$ cat config.mk
export PLATFORM = sky130hd
export DESIGN_NAME = updown_mod_counter
export DESIGN_NICKNAME = d
export VERILOG_FILES = /design/src/rtl/counter_pkg.sv /design/src/rtl/tick_prescaler.sv /design/src/rtl/updown_mod_counter.sv
export SDC_FILE = /design/constraint.sdc
export NUM_CORES = 1
export LEC_CHECK = 0
export ABC_AREA = 0
export CORE_ASPECT_RATIO = 0.9
export CORE_MARGIN = 3
export CORE_UTILIZATION = 54
export CTS_BUF_LIST = sky130_fd_sc_hd__clkbuf_8
export CTS_CLUSTER_SIZE = 10
export DETAILED_ROUTE_END_ITERATION = 10
export PLACE_DENSITY = 0.84
export SYNTH_ARGS = -nofsm -noshare
export SYNTH_HDL_FRONTEND = slang
export SYNTH_SLANG_ARGS = --single-unit
$ cat constraint.sdc
create_clock -name clk -period 3.36 [get_ports clk]
set_input_delay 0.672 -clock clk [delete_from_list [all_inputs] [get_ports clk]]
set_output_delay 0.672 -clock clk [all_outputs]
set_load 0.1 [all_outputs]
$ cat src/rtl/counter_pkg.sv
// Shared definitions for the up/down modulo counter: mode encodings and
// a helper that folds the reserved encoding onto WRAP.
package counter_pkg;

    typedef enum logic [1:0] {
        MODE_WRAP     = 2'b00,
        MODE_SAT      = 2'b01,
        MODE_ONESHOT  = 2'b10,
        MODE_RESERVED = 2'b11
    } mode_e;

    // The reserved encoding behaves exactly like WRAP.
    function automatic logic mode_wraps(input logic [1:0] m);
        return (m == MODE_WRAP) || (m == MODE_RESERVED);
    endfunction

    function automatic logic mode_oneshot(input logic [1:0] m);
        return m == MODE_ONESHOT;
    endfunction

endpackage

$ cat src/rtl/tick_prescaler.sv
// Divides enabled cycles by presc+1; tick marks the enabled cycle on which
// the phase counter matches presc. Phase is held while enable is low.
module tick_prescaler #(
    parameter int PRESC_W = 4
) (
    input  logic               clk,
    input  logic               rst,
    input  logic               clr,
    input  logic               enable,
    input  logic [PRESC_W-1:0] presc,
    output logic               tick
);

    logic [PRESC_W-1:0] phase;

    assign tick = enable && (phase == presc);

    always_ff @(posedge clk) begin
        if (rst || clr) begin
            phase <= '0;
        end else if (enable) begin
            if (phase == presc) begin
                phase <= '0;
            end else begin
                phase <= phase + PRESC_W'(1);
            end
        end
    end

endmodule

$ cat src/rtl/updown_mod_counter.sv
// Prescaled up/down counter over 0..limit with WRAP, SATURATE and ONESHOT
// boundary behaviour, a registered terminal-count pulse and sticky flags.
module updown_mod_counter
    import counter_pkg::*;
#(
    parameter int WIDTH   = 8,
    parameter int PRESC_W = 4
) (
    input  logic               clk,
    input  logic               rst,
    input  logic               enable,
    input  logic               down,
    input  logic               load,
    input  logic [WIDTH-1:0]   data_in,
    input  logic [WIDTH-1:0]   limit,
    input  logic [1:0]         mode,
    input  logic [PRESC_W-1:0] presc,
    output logic [WIDTH-1:0]   count,
    output logic               tc,
    output logic               done,
    output logic               ovf
);

    logic             tick;
    logic             wraps;
    logic             boundary;
    logic [WIDTH-1:0] next_count;
    logic [WIDTH-1:0] load_value;

    tick_prescaler #(
        .PRESC_W(PRESC_W)
    ) u_presc (
        .clk    (clk),
        .rst    (rst),
        .clr    (load),
        .enable (enable),
        .presc  (presc),
        .tick   (tick)
    );

    assign wraps      = mode_wraps(mode);
    assign load_value = (data_in > limit) ? limit : data_in;

    // A count left above a lowered limit is pulled back to limit when
    // stepping down; that correction is not a boundary step.
    always_comb begin
        next_count = count;
        boundary   = 1'b0;
        if (!down) begin
            if (count < limit) begin
                next_count = count + WIDTH'(1);
            end else begin
                boundary   = 1'b1;
                next_count = wraps ? '0 : limit;
            end
        end else if (count > limit) begin
            next_count = limit;
        end else if (count == '0) begin
            boundary   = 1'b1;
            next_count = wraps ? limit : '0;
        end else begin
            next_count = count - WIDTH'(1);
        end
    end

    always_ff @(posedge clk) begin
        if (rst) begin
            count <= '0;
            tc    <= 1'b0;
            done  <= 1'b0;
            ovf   <= 1'b0;
        end else if (load) begin
            count <= load_value;
            tc    <= 1'b0;
            done  <= 1'b0;
            ovf   <= 1'b0;
        end else begin
            tc <= 1'b0;
            if (tick && !done) begin
                count <= next_count;
                if (boundary) begin
                    tc <= 1'b1;
                    if (wraps) begin
                        ovf <= 1'b1;
                    end
                    if (mode_oneshot(mode)) begin
                        done <= 1'b1;
                    end
                end
            end
        end
    end

endmodule

==> impl_results.md, run 1 <==
* Largest net degree at the start of global routing at 17
* Post-CTS setup buffers at 0
* Ant. Diodes at 0
* Maximum Capacitance Violations at 0
* Routability cong. at 0.9143
* Synth Cell Area at roughly 1900 um2
* # hold bufs at CTS at 0
* Post-cts sizing count at 0
* Data arrival, critical path at 3.17 ns
* Std-Cell Rows at 19
* Hold Vio Cnt, Final at 0
* Synth Instances at 223
* Startpoint Class: input pin
* Antenna violations before repair at 0
* Tcrit/Tclk final at 90.72%
* Primary FF master, synth: dfxtp_1
* Area leader, netlist: dfxtp_1
* Tmin final at slightly above 3 ns
* DR DRC count at 0
* Unrepaired setup endpoints after global routing: no
* Clock Path Buffers at 2
* Top cells by count, synth: ha_1 (21), nor2_1 (20), dfxtp_1 (15), inv_1 (15), a21oi_1 (13)
* Area grow syn2layout at 22.45%
* Most numerous cell in the Yosys netlist: ha_1
* Fmax at 0.3281 GHz
* Total number of vias at 1,875
* Setup_tns at 0 ns
* Ys Warns at 0
* CTS tree: yes
* Post-route setup slack at 0.3118 ns
* Top-area cell type share of the netlist area at 16.23%
* Nets at 305
* PD cells at 349.1 nW/um2
* Die Width at 67.71 um
* Gr ovfl total at 0
* Worst slack, placed at approximately 0.11 ns
* Total CTS buffers at 3
* Post-synth ARST share at 0%
* Avg Cell Area, Syn at around 8.3 um2
* Clock insertion delay at the later pin of the skew report at around 0.25 ns
* First drt pass iteration count at 5
* FF/Latch Area at around 300 um2
* Yosys cell types at 54
* Worst Setup End Kind: flop
* P_leak at 0.9413 nW
* Setup violators final at 0
* Kind of critical path: input pin to flop
* # IOs at 38
* H-tree levels at 1
* Starting density of the core at around three fifths
* Die H at 61.54 um
* Post-synthesis mux area share at under 10%
* Largest cells by area after synthesis: dfxtp_1 (16%), ha_1 (14%), xnor2_1 (5.2%)
* Global-route wire length before repair at between 8 and 9 mm
* EDFF count, synth at 0
* WL/cell at 17.91 um
* Clock root buffer: clkbuf_8
* Slew Limit Headroom at 35.63%
* Die area at 4166 um2
* Synth Area in Compound Gates at 28.80%
* Multi-input gate area at 1436 um2
* Syn_nets at 271
* IO buf count at 37
* Mean number of vias per cell at 6.292
* Hold WC Path Type: flop to flop
* Core area at between 3000 and 4000 um2
* XOR/XNOR Fraction of Synth Area at ~8.5%
* Slew @ Worst Pin at 0.9626 ns
* Clk sink count at 15
* Worst Skew at 0.006663 ns
* Total GRT Usage at 26.64%
* Final ANT Viol Nets at 0
* Max Slew Vio Count at 0
* Post-Synth Adder-Cell Area at 14.20%
* FF+latch count, synth at 15
* Filler cell count at 275
* Main combinational cell family by area after synthesis: compound AO/OA/AOI/OAI gates
* Worst Path Max Fanout at 6
* Status: completed
* Register area share after synthesis at 16.23%
* Iter 0 DRT Violations at 181
* DPL Wire Length at 4.114 mm
* CTS clock-pin slew for the worst setup and hold paths at 0.07 ns
* Post-Synth Simple-Gate Area at 21.64%
* Layout cells sized above 1 at between 10% and 20%
* Post-Route WL at 5.336 mm
* Peak supply drop at 0.2381 mV
* CP Data Required Time at 3.48 ns
* Vias in the first global route at 1,728
[stage by stage]
stage | power (mW) | instances | cell area, um2 | util, % | hold WS (ns)
global route | 0.8308 | 298 | 2266 | 71.67 | 0.5038
CTS | 0.7872 | 298 | 2266 | 71.67 | 0.4915
finish | 0.7910 | 298 | 2266 | 71.67 | 0.4927
floorplan | 0.5269 | 223 | 1851 | - | 0.4996
detailed placement | 0.6384 | 294 | 2221 | 70.24 | 0.4701
global placement | 0.6315 | 294 | 2221 | 70.24 | 0.4710
[final cells by class]
class | count | area share, %
clock inverter | 1 | 0.1657
tap | 42 | 2.319
inverter | 15 | 2.485
timing repair buffer | 41 | 16.57
sequential | 15 | 13.25
clock buffer | 3 | 1.822
multi-input combinational | 181 | 63.39
[layer usage]
metal	wire length, um	vias to the layer above	track usage, %	share of wire, %
li1	-	912	-	-
met1	2382	868	36.87	45
met2	2445	89	43.83	46
met3	451	6	3.832	8.5
met4	57	0	6.069	1.1
met5	0	-	0	0
[cells in the final DEF, fill, tap and decap left out, drive strengths merged, types with 11 or more instances in the layout]
master         instances
nor2                  20
a21oi                 14
dfxtp                 15
buf                   14
xnor2                 11
clkdlybuf4s50         27
ha                    21
inv                   16
nand2                 12
[flip-flops by register name, summed over array words and instances (netlist names)]
register,cells
tc,1
done,1
u_presc.phase,4
ovf,1
count,8
[final timing paths]
check / start / to / slack (ns) / depth (start not counted)
hold reg to reg: ovf / ovf / 0.49 / 1
hold / removal: ovf / ovf / 0.49 / 1
setup / recovery: limit[7] / count[0] / 0.31 / 11
setup reg to reg: count[0] / count[0] / 0.84 / 9
[power breakdown]
part / total [mW] / internal [mW] / switching [mW] / leakage, nW
logic: 0.420 / 0.163 / 0.257 / 0.791
registers: 0.224 / 0.189 / 0.0353 / 0.123
clock network: 0.147 / 0.0809 / 0.0662 / 0.0269
[logic make-up (layout without fill, tap and decap cells)]
logic type,Yosys count,in the layout
buf+inv,27,60
compound gates,61,61
fa+ha+maj,21,21
mux,8,8
simple gates,73,73
xor+xnor,18,18
flops,15,15
[worst max-delay path: stages]
cell,delay (ns)
clkdlybuf4s50_1,0.57
inv_1,0.09
ha_1,0.32
nand2_1,0.07
o21ai_1,0.29
o21ai_0,0.16
buf_4,0.18
and2_1,0.23
buf_4,0.20
a221oi_2,0.26
o32ai_2,0.12
(Power assumes the default switching activity.)
==> run 2: changes to the inputs <==
- PLACE_DENSITY: 0.84 -> default
- PLACE_DENSITY_LB_ADDON: default -> 0.05
==> impl_results.md, run 2 (synthesized netlist as in run 1, its figures left out) <==
* Startpoint Class: input pin
* CTS clock-pin slew for the worst setup and hold paths at 0.06 ns (about the same)
* Worst slack, placed at 0.08329 ns (-0.02665 ns)
* Worst Skew at 0.003712 ns (-0.002951 ns)
* IO buf count at 37 (unchanged)
* DPL Wire Length at 3.986 mm (-3.1%)
* DR DRC count at 0 (unchanged)
* Final ANT Viol Nets at 0 (unchanged)
* WL/cell at 17.22 um (-3.9%)
* Clock Path Buffers at 2 (unchanged)
* Top Registers: count: 8 flops, u_presc.phase: 4 flops
* Setup violators final at 0 (unchanged)
* Largest net degree at the start of global routing at 14 (-3)
* Placed cell count at 298 (+1.4%)
* Crit-path cells: clkdlybuf4s50_1, inv_1, ha_1, nand4_1, nor2_1, a211o_1, and2_1, a221o_1, a32o_1
* P_leak at 0.9638 nW (+2.4%)
* H-tree levels at 1 (unchanged)
* Vias in the first global route at 1,732 (+0.23%)
* Max reg flops at 8 (unchanged)
* Mean number of vias per cell at 6.298 (about the same)
* CTS tree: yes
* Total CTS buffers at 3 (unchanged)
* Hold Vio Cnt, Final at 0 (unchanged)
* Layout cells sized above 1 at 16.54% (+1.7 points)
* Final Power at 0.7977 mW (+0.85%)
* First drt pass iteration count at 4 (-1)
* Max Slew Vio Count at 0 (unchanged)
* # IOs at 38 (unchanged)
* Data arrival, critical path at 3.19 ns (+0.02 ns)
* Post-Route WL at 5.199 mm (-2.6%)
* Slew @ Worst Pin at 0.6253 ns (-0.3373 ns)
* PD cells at 347.8 nW/um2 (-0.36%)
* Hold WS at 0.4943 ns (+0.001595 ns)
* Gr ovfl total at 0 (unchanged)
* Maximum Capacitance Violations at 0 (unchanged)
* Routability cong. at 0.9912 (+8.4%)
* Post-route setup slack at 0.3209 ns (+0.009066 ns)
* Ant. Diodes at 0 (unchanged)
* Total GRT Usage at 26.86% (+0.22 points)
* Post-CTS setup buffers at 0 (unchanged)
* # hold bufs at CTS at 0 (unchanged)
* Area grow syn2layout at 23.94%
* Unrepaired setup endpoints after global routing: no
* Core area at 3162 um2 (unchanged)
* Finished Core Util at 72.54% (+0.87 points)
* Peak supply drop at 0.3408 mV (+43%)
* Die H at 61.54 um (unchanged)
* Fmax at 0.3290 GHz (+0.30%)
* Die Width at 67.71 um (unchanged)
* Nets at 309 (+1.3%)
* Max incr delay on CP at 0.55 ns (-0.02 ns)
* Global-route wire length before repair at 8.335 mm (about the same)
* Iter 0 DRT Violations at 130 (-28%)
* Final instance area at 2293 um2 (+1.2%)
* Worst Setup End Kind: flop
* Kind of critical path: input pin to flop
* Commonest non-fill, non-tap cell in the layout: clkdlybuf4s50_1
* Std-Cell Rows at 19 (unchanged)
* Hold WC Path Type: flop to flop
* CP Data Required Time at 3.51 ns (+0.03 ns)
* Placement-stage cell area at 2248 um2 (+1.2%)
* Clk sink count at 15 (unchanged)
* Total number of vias at 1,902 (+1.4%)
* Slew Limit Headroom at 58.31% (+23 points)
* Tmin final at 3.039 ns (-0.009066 ns)
* Die area at 4166 um2 (unchanged)
* Clock root buffer: clkbuf_8
* Worst Path Max Fanout at 8 (+2)
* Register with the most flip-flops: count
* Setup_tns at 0 ns (unchanged)
* Post-cts sizing count at 0 (unchanged)
* Status: completed
* Antenna violations before repair at 0 (unchanged)
* Clock insertion delay at the later pin of the skew report at 0.25 ns (about the same)
* Crit-path slowest cell: clkdlybuf4s50_1
* Most frequent cells in the layout: clkdlybuf4s50_1 (26), ha_1 (21), nor2_1 (20)
* Final Instance Count excl. Fillers at 302 (+1.3%)
* Tcrit/Tclk final at 90.45% (-0.27 points)
* Starting density of the core at 58.53% (unchanged)
## run 2: cell types whose count changed in the layout (fill, tap and decap cells not counted), sizes merged
| cell | delta |
|---|---|
| buf | +5 |
| clkdlybuf4s50 | -1 |
## run 2: critical path: cells and delay by family
| kind | cells | cell delay, ns |
|---|---|---|
| AO/OA/AOI/OAI | 3 | 0.95 |
| buffers and inverters | 2 | 0.64 |
| AND/OR/NAND/NOR | 3 | 0.61 |
| adder cells (fa/ha/maj) | 1 | 0.32 |
## run 2: power breakdown
part           internal (mW)  switching (mW)  leakage (nW)
Sequential             0.189          0.0349         0.123
Clock                 0.0811          0.0682        0.0269
Combinational          0.167           0.257         0.814
Total                  0.437           0.360         0.964
## run 2: final cells by class
class	instances	area, um2
Clock buffer	3	41.29
Inverter	15	56.30
Tap cell	42	52.55
Fill cell	281	868.3
Timing Repair Buffer	45	402.9
Sequential cell	15	300.3
Clock inverter	1	3.754
Multi-Input combinational cell	181	1436
## run 2: layer usage
| layer | up-vias | GRT usage, % | share of wire, % |
|---|---|---|---|
| li1 | 924 | - | - |
| met1 | 864 | 35.85 | 44 |
| met2 | 101 | 45.08 | 45 |
| met3 | 13 | 5.109 | 9.9 |
| met4 | 0 | 5.780 | 1.0 |
| met5 | - | 0 | 0 |
## run 2: worst paths after layout
path	from	endpoint	slack (ns)	cells past startpoint
max	limit[6]	count[2]	0.32	9
min	ovf	ovf	0.49	1
max reg2reg	count[0]	count[2]	0.78	8
min reg2reg	ovf	ovf	0.49	1
